<file path="src/rtl/inv_kin_seq_ctrl.sv">
// Sequencer around the inverse-kinematics datapath: FIFO-buffered targets, fixed settle, captured result.
// Optional reach check compiled in with INV_KIN_RANGE_CHK_EN.
module inv_kin_seq_ctrl #(
    parameter int unsigned BIT_WIDTH     = 32,
    parameter int unsigned FRACTIONS     = 15,
    parameter int unsigned FIFO_DEPTH    = 4,
    parameter int unsigned SETTLE_CYCLES = 128
) (
    input  logic                         clock,
    input  logic                         rst,
    input  logic                         in_valid,
    output logic                         in_ready,
    input  logic [BIT_WIDTH-1:0]         in_x,
    input  logic [BIT_WIDTH-1:0]         in_y,
    output logic [BIT_WIDTH-1:0]         kin_x,
    output logic [BIT_WIDTH-1:0]         kin_y,
    input  logic [BIT_WIDTH-1:0]         kin_theta1,
    input  logic [BIT_WIDTH-1:0]         kin_theta2,
    output logic                         out_valid,
    input  logic                         out_ready,
    output logic [BIT_WIDTH-1:0]         out_theta1,
    output logic [BIT_WIDTH-1:0]         out_theta2,
    output logic                         out_err,
    output logic                         busy,
    output logic [$clog2(FIFO_DEPTH):0]  fifo_count
);
    localparam int unsigned PTR_W = $clog2(FIFO_DEPTH);
    localparam int unsigned CNT_W = PTR_W + 1;
    localparam int unsigned SET_W = $clog2(SETTLE_CYCLES + 1);

    if (FIFO_DEPTH < 2 || (FIFO_DEPTH & (FIFO_DEPTH - 1)) != 0) begin : g_bad_depth
        $error("FIFO_DEPTH must be a power of 2 and at least 2");
    end
    if (FRACTIONS >= BIT_WIDTH - 1 || SETTLE_CYCLES < 1) begin : g_bad_format
        $error("FRACTIONS must leave integer bits and SETTLE_CYCLES must be nonzero");
    end

    typedef enum logic [2:0] {StIdle, StLoad, StSettle, StCapture, StHold} state_e;

    state_e               state_q;
    logic [SET_W-1:0]     settle_q;
    logic [PTR_W-1:0]     wr_ptr_q;
    logic [PTR_W-1:0]     rd_ptr_q;
    logic [CNT_W-1:0]     count_q;
    logic [BIT_WIDTH-1:0] mem_x [FIFO_DEPTH];
    logic [BIT_WIDTH-1:0] mem_y [FIFO_DEPTH];
    logic                 push;
    logic                 pop;

    // A pop in LOAD frees a slot, so a full FIFO may still accept in that cycle.
    assign pop        = (state_q == StLoad);
    assign in_ready   = (count_q != CNT_W'(FIFO_DEPTH)) || pop;
    assign push       = in_valid && in_ready;
    assign fifo_count = count_q;
    assign busy       = (state_q != StIdle) || (count_q != '0);

    always_ff @(posedge clock) begin
        if (push) begin
            mem_x[wr_ptr_q] <= in_x;
            mem_y[wr_ptr_q] <= in_y;
        end
    end

    always_ff @(posedge clock or negedge rst) begin
        if (!rst) begin
            wr_ptr_q <= '0;
            rd_ptr_q <= '0;
            count_q  <= '0;
        end else begin
            if (push) wr_ptr_q <= wr_ptr_q + PTR_W'(1);
            if (pop)  rd_ptr_q <= rd_ptr_q + PTR_W'(1);
            if (push && !pop)      count_q <= count_q + CNT_W'(1);
            else if (pop && !push) count_q <= count_q - CNT_W'(1);
        end
    end

`ifdef INV_KIN_RANGE_CHK_EN
    localparam logic [BIT_WIDTH-2:0] REACH_LIMIT = (BIT_WIDTH-1)'(23 << FRACTIONS);

    logic err_q;
    logic head_oor;

    // Magnitude only; the sign bit is ignored.
    assign head_oor = (mem_x[rd_ptr_q][BIT_WIDTH-2:0] >= REACH_LIMIT) ||
                      (mem_y[rd_ptr_q][BIT_WIDTH-2:0] >= REACH_LIMIT);
`else
    assign out_err = 1'b0;
`endif

    always_ff @(posedge clock or negedge rst) begin
        if (!rst) begin
            state_q    <= StIdle;
            settle_q   <= '0;
            kin_x      <= '0;
            kin_y      <= '0;
            out_valid  <= 1'b0;
            out_theta1 <= '0;
            out_theta2 <= '0;
`ifdef INV_KIN_RANGE_CHK_EN
            err_q      <= 1'b0;
            out_err    <= 1'b0;
`endif
        end else begin
            unique case (state_q)
                StIdle: begin
                    if (count_q != '0) state_q <= StLoad;
                end
                StLoad: begin
                    kin_x    <= mem_x[rd_ptr_q];
                    kin_y    <= mem_y[rd_ptr_q];
                    settle_q <= '0;
`ifdef INV_KIN_RANGE_CHK_EN
                    err_q    <= head_oor;
                    state_q  <= head_oor ? StCapture : StSettle;
`else
                    state_q  <= StSettle;
`endif
                end
                StSettle: begin
                    settle_q <= settle_q + SET_W'(1);
                    if (settle_q == SET_W'(SETTLE_CYCLES - 1)) state_q <= StCapture;
                end
                StCapture: begin
                    out_valid  <= 1'b1;
`ifdef INV_KIN_RANGE_CHK_EN
                    out_theta1 <= err_q ? '0 : kin_theta1;
                    out_theta2 <= err_q ? '0 : kin_theta2;
                    out_err    <= err_q;
`else
                    out_theta1 <= kin_theta1;
                    out_theta2 <= kin_theta2;
`endif
                    state_q    <= StHold;
                end
                StHold: begin
                    if (out_ready) begin
                        out_valid <= 1'b0;
                        state_q   <= (count_q != '0) ? StLoad : StIdle;
                    end
                end
                default: state_q <= StIdle;
            endcase
        end
    end
endmodule

</file>
<file path="config.mk">
export PLATFORM = sky130hd
export DESIGN_NAME = inv_kin_seq_ctrl
export DESIGN_NICKNAME = d
export VERILOG_FILES = /design/src/rtl/inv_kin_seq_ctrl.sv
export SDC_FILE = /design/constraint.sdc
export NUM_CORES = 1
export LEC_CHECK = 0
export CAP_MARGIN = 5
export CORE_MARGIN = 8
export CORE_UTILIZATION = 33
export CTS_CLUSTER_SIZE = 25
export DETAILED_ROUTE_END_ITERATION = 12
export HOLD_SLACK_MARGIN = 0.03
export PLACE_DENSITY = 0.59
export SLEW_MARGIN = 20
export SYNTH_ARGS = -nofsm -noshare
export SYNTH_HDL_FRONTEND = slang
export SYNTH_SLANG_ARGS = --single-unit
export TNS_END_PERCENT = 5
</file>
<file path="constraint.sdc">
create_clock -name clock -period 3.45 [get_ports clock]
set_input_delay 0.345 -clock clock [delete_from_list [all_inputs] [get_ports clock]]
set_output_delay 0.345 -clock clock [all_outputs]
set_load 0.01 [all_outputs]
</file>
# --- Yosys cells after proc, flatten, opt, wreduce, memory -nomap -nowiden ---
# Memory sizes are Yosys's and may differ from the RTL's. A register that Yosys moved wholly into a read port is not among the register bits.
# Index checks and enable logic that the tools add are counted.
word_totals:
  elab_cells: 53
  memories: 2
  out_inout_bits: 135
  ramBits: 256
  in_bits: 132
  register_bits: 83
mem_list:
  columns: ["memory", "words", "width", "rd", "rd_ports_with_merged_regs", "wr", "line_no", "source"]
  rows:
  - ["mem_x", 4, 32, 1, 1, 1, "45", "logic [BIT_WIDTH-1:0] mem_x [FIFO_DEPTH];"]
  - ["mem_y", 4, 32, 1, 1, 1, "46", "logic [BIT_WIDTH-1:0] mem_y [FIFO_DEPTH];"]
op_classes:
  n_reduce_logical: 17
  mux: 12
  addsub: 5
  n_eq_ne: 9
ops:
  columns: ["cell", "n"]
  rows:
  - ["case mux 8 bit (2 select lines)", 1]
  - ["2-to-1 mux 3 bit", 5]
  - ["case mux 3 bit (5 select lines)", 1]
  - ["adder 8 x 1 -> 8 bit (second input constant)", 1]
  - ["== test 8 x 7 -> 1 bit (second input constant)", 1]
  - ["== test 3 x 2 -> 1 bit (second input constant)", 2]
  - ["inequality test 2 bit (second input constant)", 3]
  - ["nonzero test 2 bit", 3]
  - ["nonzero test 3 bit", 2]
  - ["adder 2 x 1 -> 2 bit (second input constant)", 2]
  - ["zero test 1 bit", 4]
  - ["2-to-1 mux 1 bit", 4]
  - ["adder 3 x 1 -> 3 bit (second input constant)", 1]
  - ["== test 3 x 1 -> 1 bit (second input constant)", 1]
  - ["== test 3 bit (second input constant)", 1]
  - ["logical AND 1 bit", 3]
  - ["zero test 3 bit", 1]
  - ["inequality test 3 bit (second input constant)", 1]
  - ["AND reduction 3 bit", 1]
  - ["subtractor 3 x 1 -> 3 bit (second input constant)", 1]
  - ["logical OR 1 bit", 2]
  - ["case mux 1 bit (2 select lines)", 1]
  - ["AND reduction 2 bit", 1]

# --- Longest topological paths before layout ---
# Gate-level depths: netlist of run 1.
depth:
  word_depth: 7
  mapped_depth: 10
  depth_no_buf: 9

# --- Worst setup path after synthesis of run 1 ---
# Ideal clock, no wire load.
synth_path:
  path_type: "flip-flop to flip-flop"
  startpoint: "register state_q[0]"
  endpoint: "memory mem_x[0][0], enable pin"
  path_buffers: 0
  required_time_ns: 3.021
  synth_period_minus_slack_ns: 3.052
  arrival_ns: 2.623
  stages_incl_launch_ff: 5
  setup_ns: 0.429
  slack_ns: 0.398
  path_cell_list: "dfrtp_1 -> nor3b_1 -> inv_2 -> a31oi_4 -> and2_1"
synth_via:
  elab_chain_len: 5
synth_lines:
  columns: ["item", "line_no", "source"]
  rows:
  - ["start, declared", "40", "state_e state_q;"]
  - ["start signal, assigned", "92", "state_q <= StIdle;"]
  - ["start signal, assigned", "106", "if (count_q != '0) state_q <= StLoad;"]
  - ["start signal, assigned", "116", "state_q <= StSettle;"]
  - ["== test 3 x 1 -> 1 bit", "51", "assign pop = (state_q == StLoad);"]
  - ["logical OR 1 bit", "52", "assign in_ready = (count_q != CNT_W'(FIFO_DEPTH)) || pop;"]
  - ["logical AND 1 bit", "53", "assign push = in_valid && in_ready;"]
  - ["named net push", "47", "logic push;"]
  - ["2-to-1 mux 1 bit", "58", "if (push) begin"]
  - ["2-to-1 mux 1 bit (not written as such)", "59", "mem_x[wr_ptr_q] <= in_x;"]
  - ["end, declared", "45", null]
# The timed path passes the listed nets, and every way through them passes these cells.

# --- Final worst setup path of run 1 ---
layout_path:
  startpoint: "register count_q[0] (netlist: fifo_count[0])"
  endpoint: "output port busy"
layout_via:
  elab_chain_len: 2
layout_lines:
  columns: ["item", "line_no", "source"]
  rows:
  - ["start, declared", "44", "logic [CNT_W-1:0] count_q;"]
  - ["start signal, assigned", "72", "if (push && !pop) count_q <= count_q + CNT_W'(1);"]
  - ["start signal, assigned", "73", "else if (pop && !push) count_q <= count_q - CNT_W'(1);"]
  - ["nonzero test 3 bit", "55", "assign busy = (state_q != StIdle) || (count_q != '0);"]
  - ["logical OR 1 bit", "55", null]
  - ["end, declared", "24", "output logic busy,"]
# Every way passes these cells.

==> results.json, run 1 <==
{
  "r2r_cells": 5,
  "io_pins": 267,
  "fmax_mhz": 351,
  "crit_required_ps": 3110,
  "drv_cap": 0,
  "port_buffers": 265,
  "drt-pass1-iter-count": 4,
  "synth_edf_count": 256,
  "start_util_pct": 33.2,
  "cts_resized": 0,
  "grt_overflow": 0,
  "hold_class": "in2async",
  "coreArea_um2": 45100,
  "yosysUniqueCellTypes": 42,
  "fin_nets": 1262,
  "syn_inst": 836,
  "grtUsageMet1_pct": 18.3,
  "avgRoutedWirePerCell_um": 20.5,
  "crit_chain": "or3_1, or4_2, clkdlybuf4s50_1",
  "cts_max_path_buffers": 3,
  "synth_area_um2": 15000,
  "rows": 78,
  "setup_viol_count_final": 0,
  "fin_crit_sh_pct": 82.5,
  "grt_util_met2_pct": 21.7,
  "track_usage_pct": 13.7,
  "power_density_nw_per_um2": 905,
  "clk_latency_ps": 570,
  "antenna_left": 0,
  "hold_viol": 0,
  "cts_root_buffer": "clkbuf_16",
  "critPathBufInv": 1,
  "path_max_fanout": 5,
  "dp_hpwl_mm": 22.8,
  "cts_tree": "yes",
  "critical-path-slowest-cell": "or4_2",
  "yosysSeqAreaShare_pct": 76.0,
  "die_w_um": 229,
  "syn_nets": 975,
  "areaGrowthSynthToFinish_pct": 32.5,
  "r2r-end": "mem_x[1][2]$_DFFE_PP_",
  "cp-start-kind": "flip-flop",
  "vias": 8187,
  "cp-end-kind": "primary output",
  "antenna_found_initial": 2,
  "num_antenna_cells": 0,
  "tightest_slew_ps": 944,
  "timing.hold.ws_ps": 380,
  "async_reset_ff_share_pct": 36.5,
  "synth_seq_cells": 403,
  "critical_path_class": "reg2out",
  "grt_pass1_wl_mm": 55.6,
  "use_met3_pct": 3.85,
  "ys_warn_count": 0,
  "fin_tns_setup_ps": 0,
  "relSlewSlack_pct": 37.1,
  "synthFlopType": "edfxtp_1",
  "status": "complete, no violations",
  "crit_family": "simple AND/OR/NAND/NOR gates",
  "reg2reg_from": "state_q[0]$_DFFE_PN0P_",
  "grt_pass1_vias": 8815,
  "cts-htree-levels": 2,
  "drc": 0,
  "fin_crit_ps": 2850,
  "cp.arrival_ps": 2500,
  "grt_max_degree": 74,
  "grt-busiest-layer": "met2",
  "drt_iter0_markers": 448,
  "routed_wl_mm": 36.1,
  "gp_congestion": 0.717,
  "cp_slowest_stage_delay_ps": 570,
  "fin_util_pct": 44.0,
  "rsz0062_at_grt": "no",
  "die_y_um": 229,
  "dieArea_um2": 52400,
  "cts_buffers": 44,
  "drive_gt1_share_pct": 19.2,
  "path_clk_slew_ps": 50,
  "viasPerCell": 4.65,
  "finClkSkew_ps": 22.8,
  "slew_viol_final": 0,
  "syn_avg_cell_area_um2": 17.9,
  "clock-sinks": 403,
  "cp-startpoint": "fifo_count[0]$_DFFE_PN0P_",
  "p_leak_nw": 7.38,
  "ir_worst_vdd_v": 0.000454,
  "r2r_slack_ps": 1000
}
-- layer usage --
layer	wire (um)	share of wire, %
met2	16600	46
met4	718	2.0
met5	13	0.036
met3	2560	7.1
met1	16200	45
-- synth_stat cells (2+ instances only) --
| cell type | count | share of area [%] |
|---|---|---|
| nand2b_1 | 2 | 0.084 |
| nand2_1 | 202 | 5.1 |
| xnor2_1 | 4 | 0.23 |
| buf_4 | 2 | 0.10 |
| mux2_2 | 66 | 5.0 |
| edfxtp_1 | 256 | 51 |
| ha_1 | 6 | 0.50 |
| xor2_1 | 2 | 0.12 |
| mux4_2 | 64 | 9.6 |
| and2_1 | 4 | 0.17 |
| o41ai_1 | 2 | 0.12 |
| inv_1 | 4 | 0.10 |
| nor2_1 | 3 | 0.075 |
| nand3_1 | 9 | 0.30 |
| dfrtp_1 | 147 | 25 |
| buf_2 | 16 | 0.54 |
| buf_1 | 4 | 0.10 |
| mux2i_1 | 2 | 0.13 |
| clkbuf_1 | 15 | 0.38 |
| a21oi_1 | 3 | 0.10 |
| nor3b_1 | 2 | 0.10 |
-- cells in the final DEF, fill, tap and decap left out, types with 9 or more instances in the layout --
master,count
clkbuf_1,13
clkbuf_16,44
clkdlybuf4s50_1,264
clkinv_2,9
dfrtp_1,145
edfxtp_1,256
mux2_2,66
mux4_2,64
nand2_1,202
nand3_1,9
-- power breakdown --
| part | internal, W | switching, W |
|---|---|---|
| registers | 0.00670 | 0.000829 |
| logic | 0.00315 | 0.00272 |
| clock network | 0.00261 | 0.00193 |
-- metrics by stage --
stage | cells | worst slack, ps | cell area (um2) | total power [W]
finish | 1759 | 602 | 19800 | 0.0179
global placement | 1676 | 984 | 18400 | 0.0136
detailed placement | 1676 | 956 | 18400 | 0.0137
floorplan | 836 | 398 | 15000 | 0.0107
global route | 1759 | 497 | 19800 | 0.0190
CTS | 1759 | 534 | 19800 | 0.0183
-- flip-flops by register name (all words and copies together), names as in the netlist --
signal      flops
out_theta2     32
mem_x         128
out_theta1     32
mem_y         128
kin_y          32
state_q         3
settle_q        8
wr_ptr_q        2
rd_ptr_q        2
fifo_count      3
kin_x          32
out_valid       1
-- layout make-up --
cell class,instances,area [um2]
Clock inverter,18,158
Clock buffer,64,1250
Inverter,5,20.0
Multi-Input combinational cell,390,3410
Tap cell,600,751
Fill cell,4059,25300
Sequential cell,403,11400
Timing Repair Buffer,279,2860
-- timing repair --
action / 4_1_cts / 5_1_grt
endpoints found under the hold margin: 63 / 0
hold buffers: 1 / 0
setup buffers: 0 / 0
-- logic make-up (layout without fill, tap and decap cells) --
group           Yosys count  after routing  share of synthesized area [%]
fa+ha+maj                 7              7                          0.636
xor+xnor                  6              6                          0.351
flops                   403            403                           76.0
simple gates            230            230                           6.17
buf+inv                  43            366                           1.31
compound gates           13             13                          0.711
mux                     133            133                           14.8
other cells               1              1                         0.0251
-- worst max path at each step --
stage | to | slack (ps) | cells after the start
2_1_floorplan | mem_x[0][0]$_DFFE_PP_ | 400 | 4
3_3_place_gp | mem_x[1][8]$_DFFE_PP_ | 980 | 5
3_5_place_dp | mem_x[1][2]$_DFFE_PP_ | 960 | 5
4_1_cts | busy | 530 | 3
5_1_grt | busy | 500 | 3
6_report | busy | 600 | 3
Note: power is estimated with default switching activity, not from simulation.
==> inputs of run 2 (changes only) <==
--- a/config.mk
+++ b/config.mk
@@ -11,7 +11,7 @@
 export CTS_CLUSTER_SIZE = 25
 export DETAILED_ROUTE_END_ITERATION = 12
 export HOLD_SLACK_MARGIN = 0.03
-export PLACE_DENSITY = 0.59
+export PLACE_DENSITY = 0.61
 export SLEW_MARGIN = 20
 export SYNTH_ARGS = -nofsm -noshare
 export SYNTH_HDL_FRONTEND = slang
==> constraint.sdc (replaced) <==
create_clock -name clock -period 2.5 [get_ports clock]
set_input_delay 0.25 -clock clock [delete_from_list [all_inputs] [get_ports clock]]
set_output_delay 0.25 -clock clock [all_outputs]
set_load 0.01 [all_outputs]
==> results.json, run 2 (synthesized netlist as in run 1, its figures left out) <==
{
  "cp-end-kind": "primary output",
  "r2r-end": "fifo_count[2]$_DFFE_PN0P_",
  "cp-start-kind": "flip-flop",
  "antenna_found_initial": 5,
  "avgRoutedWirePerCell_um": 19.5,
  "grt_overflow": 0,
  "reg2reg_from": "state_q[0]$_DFFE_PN0P_",
  "grt_max_degree": 66,
  "placed_cells": 1691,
  "relSlewSlack_pct": 44.5,
  "fin_nets": 1276,
  "hold_viol": 0,
  "fin_util_pct": 44.3,
  "cts_setup_buffers": 0,
  "drive_gt1_share_pct": 20.2,
  "cts_buffers": 43,
  "nFillCells": 3999,
  "p_leak_nw": 7.47,
  "cp-startpoint": "state_q[0]$_DFFE_PN0P_",
  "gp_congestion": 0.714,
  "ir_worst_vdd_v": 0.000669,
  "io_pins": 267,
  "cts_tree": "yes",
  "power_density_nw_per_um2": 1240,
  "worstSetupEndpoint": "in_ready",
  "fin_crit_ps": 2340,
  "fin_crit_sh_pct": 93.5,
  "grt_pass1_wl_mm": 54.2,
  "drt_iter0_markers": 504,
  "setup_viol_count_final": 0,
  "drv_cap": 0,
  "r2r_cells": 9,
  "rsz0062_at_grt": "no",
  "drc": 0,
  "rows": 78,
  "start_util_pct": 33.2,
  "dieArea_um2": 52400,
  "final.setup.worst_slack_ps": 162,
  "viasPerCell": 4.61,
  "path_clk_slew_ps": 60,
  "tightest_slew_ps": 833,
  "routed_wl_mm": 34.6,
  "die_w_um": 229,
  "r2r_slack_ps": 280,
  "status": "complete, no violations",
  "drt-pass1-iter-count": 4,
  "dp_slack_ps": 248,
  "areaGrowthSynthToFinish_pct": 33.6,
  "grt_pass1_vias": 8822,
  "fin_cells": 1770,
  "cp.arrival_ps": 2090,
  "fmax_mhz": 428,
  "dp_hpwl_mm": 22.6,
  "slew_viol_final": 0,
  "coreArea_um2": 45100,
  "port_buffers": 265,
  "power_w": 0.0248,
  "final_cell_mix": "clkdlybuf4s50_1 (263), edfxtp_1 (256), nand2_1 (202)",
  "fin_tns_setup_ps": 0,
  "mostFrequentLayoutCell": "clkdlybuf4s50_1",
  "die_y_um": 229,
  "cts_max_path_buffers": 3,
  "antenna_left": 0,
  "num_antenna_cells": 0,
  "finClkSkew_ps": 15.3,
  "path_max_fanout": 8,
  "crit_required_ps": 2250,
  "clk_latency_ps": 560,
  "track_usage_pct": 13.2,
  "cts-htree-levels": 2,
  "clock-sinks": 403,
  "vias": 8164,
  "critical_path_class": "reg2out",
  "reg_top3": "mem_x (128), mem_y (128)",
  "hold_class": "in2async",
  "cts_root_buffer": "clkbuf_16"
}
==> run 2: cell types whose count changed in the layout (fill, tap and decap cells not counted), moves of 2 or more <==
cell | before | now
clkbuf_1 | 13 | 8
clkbuf_8 | 7 | 3
bufinv_16 | 1 | 3
buf_12 | 8 | 13
clkinv_1 | 2 | 6
buf_4 | 5 | 15
==> run 2: metal layers <==
| metal | GRT usage (%) | vias to the layer above | wire [um] |
|---|---|---|---|
| li1 | - | 3703 | - |
| met1 | 17.8 | 4124 | 15900 |
| met2 | 19.7 | 264 | 15100 |
| met3 | 4.36 | 63 | 2590 |
| met4 | 4.52 | 10 | 854 |
| met5 | 0 | - | 70 |
==> run 2: worst min path at each step <==
stage,from,end,cells after the start
final,rst,out_theta2[6]$_DFFE_PN0P_,2
after global routing,rst,out_theta2[6]$_DFFE_PN0P_,2
after CTS,rst,out_theta2[6]$_DFFE_PN0P_,2
after detailed placement,rst,out_theta2[6]$_DFFE_PN0P_,1
after global placement,rst,out_theta1[25]$_DFFE_PN0P_,1
after floorplan,rst,fifo_count[0]$_DFFE_PN0P_,0
==> run 2: cell type report <==
cell class / count / area (um2) / share of cell area [%]
clock buffers: 55 / 1170 / 5.87
clock inverters: 23 / 210 / 1.05
inverters: 5 / 20.0 / 0.100
multi-input cells: 390 / 3410 / 17.1
flip-flops and latches: 403 / 11400 / 56.9
well taps: 600 / 751 / 3.76
repair buffers: 294 / 3040 / 15.2
==> run 2: power breakdown <==
group,internal (W),switching (W)
logic,0.00452,0.00395
clock network,0.00364,0.00255
registers,0.00924,0.000926
total,0.0174,0.00743
==> run 2: stage by stage <==
step | hold WS, ps | area, um2
finish | 257 | 20000
global route | 280 | 20000
CTS | 254 | 20000
detailed placement | 294 | 18600
global placement | 294 | 18600
floorplan | -45.6 | 15000
==> run 2: critical path, stage by stage (launching register included) <==
cell and delay, ps:
dfrtp_1 450, nor3b_2 260, clkinv_2 150, nand3_1 110
clkdlybuf4s50_1 560
==> run 2: what timing repair did <==
| action | 4_1_cts | 5_1_grt |
|---|---|---|
| hold endpoints to repair | 50 | 0 |
| gates resized for setup | 5 | 0 |
| endpoints found under the setup margin | 1 | 0 |
| hold buffers | 1 | 0 |
==> inputs of run 3 (changes only) <==
--- a/config.mk
+++ b/config.mk
@@ -5,7 +5,7 @@
 export SDC_FILE = /design/constraint.sdc
 export NUM_CORES = 1
 export LEC_CHECK = 0
-export CAP_MARGIN = 5
+export CORE_ASPECT_RATIO = 1.4
 export CORE_MARGIN = 8
 export CORE_UTILIZATION = 33
 export CTS_CLUSTER_SIZE = 25
==> results.json, run 3 (synthesized netlist as in run 1, its figures left out) <==
{
  "drt-pass1-iter-count": 5,
  "drive_gt1_share_pct": 19.4,
  "hold_viol": 0,
  "setup_viol_count_final": 0,
  "power_density_nw_per_um2": 1250,
  "grt_overflow": 0,
  "r2r-end": "fifo_count[2]$_DFFE_PN0P_",
  "critical_path_class": "reg2out",
  "rsz0062_at_grt": "no",
  "rows": 92,
  "path_max_fanout": 5,
  "cts_setup_buffers": 0,
  "num_antenna_cells": 0,
  "mostFrequentLayoutCell": "clkdlybuf4s50_1",
  "dp_slack_ps": 258,
  "clk_latency_ps": 540,
  "cp.arrival_ps": 2090,
  "cts_tree": "yes",
  "cp-end-kind": "primary output",
  "reg2reg_from": "state_q[0]$_DFFE_PN0P_",
  "crit_family": "simple AND/OR/NAND/NOR gates",
  "hold_class": "in2async",
  "path_clk_slew_ps": 70,
  "critPathBufInv": 1,
  "grt_pass1_wl_mm": 52.8,
  "tightest_slew_ps": 889,
  "grt_max_degree": 74,
  "fin_util_pct": 44.3,
  "final.setup.worst_slack_ps": 159,
  "fmax_mhz": 427,
  "slew_viol_final": 0,
  "final_cell_mix": "clkdlybuf4s50_1 (263), edfxtp_1 (256), nand2_1 (202)",
  "dp_hpwl_mm": 22.1,
  "drt_iter0_markers": 326,
  "cts-htree-levels": 2,
  "critical-path-slowest-cell": "or4_2",
  "io_pins": 267,
  "cp-startpoint": "fifo_count[0]$_DFFE_PN0P_",
  "areaGrowthSynthToFinish_pct": 32.8,
  "cp-start-kind": "flip-flop",
  "grt_pass1_vias": 8627,
  "die_y_um": 268,
  "relSlewSlack_pct": 40.8,
  "fin_cells": 1725,
  "power_w": 0.0247,
  "cts_buffers": 40,
  "r2r_cells": 9,
  "p_leak_nw": 7.42,
  "status": "complete, no violations",
  "viasPerCell": 4.63,
  "finClkSkew_ps": 9.77,
  "r2r_slack_ps": 260,
  "antenna_found_initial": 1,
  "vias": 7986,
  "drv_cap": 0,
  "gp_congestion": 0.699,
  "port_buffers": 265,
  "dieArea_um2": 52500,
  "reg_top3": "mem_x (128), mem_y (128)",
  "crit_chain": "or3_1, or4_2, clkbuf_2",
  "nFillCells": 3990,
  "ir_worst_vdd_v": 0.000618,
  "fin_crit_sh_pct": 93.6,
  "cts_root_buffer": "clkbuf_16",
  "cts_max_path_buffers": 3,
  "avgRoutedWirePerCell_um": 19.8,
  "start_util_pct": 33.3,
  "die_w_um": 196,
  "timing.hold.ws_ps": 181,
  "clock-sinks": 403,
  "routed_wl_mm": 34.2,
  "crit_required_ps": 2250,
  "fin_nets": 1269,
  "cp_slowest_stage_delay_ps": 550,
  "drc": 0,
  "antenna_left": 0,
  "track_usage_pct": 12.9,
  "placed_cells": 1651,
  "coreArea_um2": 44900,
  "fin_crit_ps": 2340
}
-- run 3: cell types whose count changed in the layout (fill, tap and decap cells not counted), moves of 2 or more --
cell / delta
clkbuf_8: -2
clkbuf_1: -2
clkinv_1: +4
clkinv_2: -3
clkbuf_16: -3
bufinv_16: +3
buf_4: -5
-- run 3: area by class of cell --
type	count	area, um2	area share (%)
clock inverter	25	277	1.39
multi-input combinational	390	3410	17.2
inverter	5	20.0	0.101
tap	564	706	3.55
clock buffer	48	1060	5.35
sequential	403	11400	57.3
timing repair buffer	290	3010	15.2
-- run 3: timing repair --
item	4_1_cts	5_1_grt
hold buffers	1	0
resized for setup	3	1
hold endpoints to repair	45	0
endpoints found under the setup margin	1	1
-- run 3: how the worst max path moves through the flow --
| stage | end | slack [ps] | depth (start not counted) |
|---|---|---|---|
| CTS | busy | 4 | 3 |
| global route | in_ready | 10 | 4 |
| floorplan | mem_x[1][0]$_DFFE_PP_ | -550 | 4 |
| detailed placement | fifo_count[2]$_DFFE_PN0P_ | 260 | 9 |
| global placement | mem_x[3][12]$_DFFE_PP_ | 340 | 6 |
| finish | busy | 160 | 3 |
-- run 3: per-stage QoR --
step | setup TNS (ps) | instance area (um2)
after CTS | 0 | 19900
after global routing | 0 | 19900
after global placement | 0 | 18500
final | 0 | 19900
after detailed placement | 0 | 18500
after floorplan | -105920 | 15000
-- run 3: power breakdown --
part / switching [W] / internal (W)
registers: 0.00104 / 0.00924
logic: 0.00381 / 0.00450
clock network: 0.00249 / 0.00366
-- run 3: layer usage --
layer | vias to the layer above | share of wire, % | global-route usage, %
li1 | 3683 | - | -
met1 | 4024 | 41 | 15.4
met2 | 235 | 51 | 22.9
met3 | 42 | 6.0 | 3.14
met4 | 2 | 1.9 | 3.88
met5 | - | 0.026 | 0
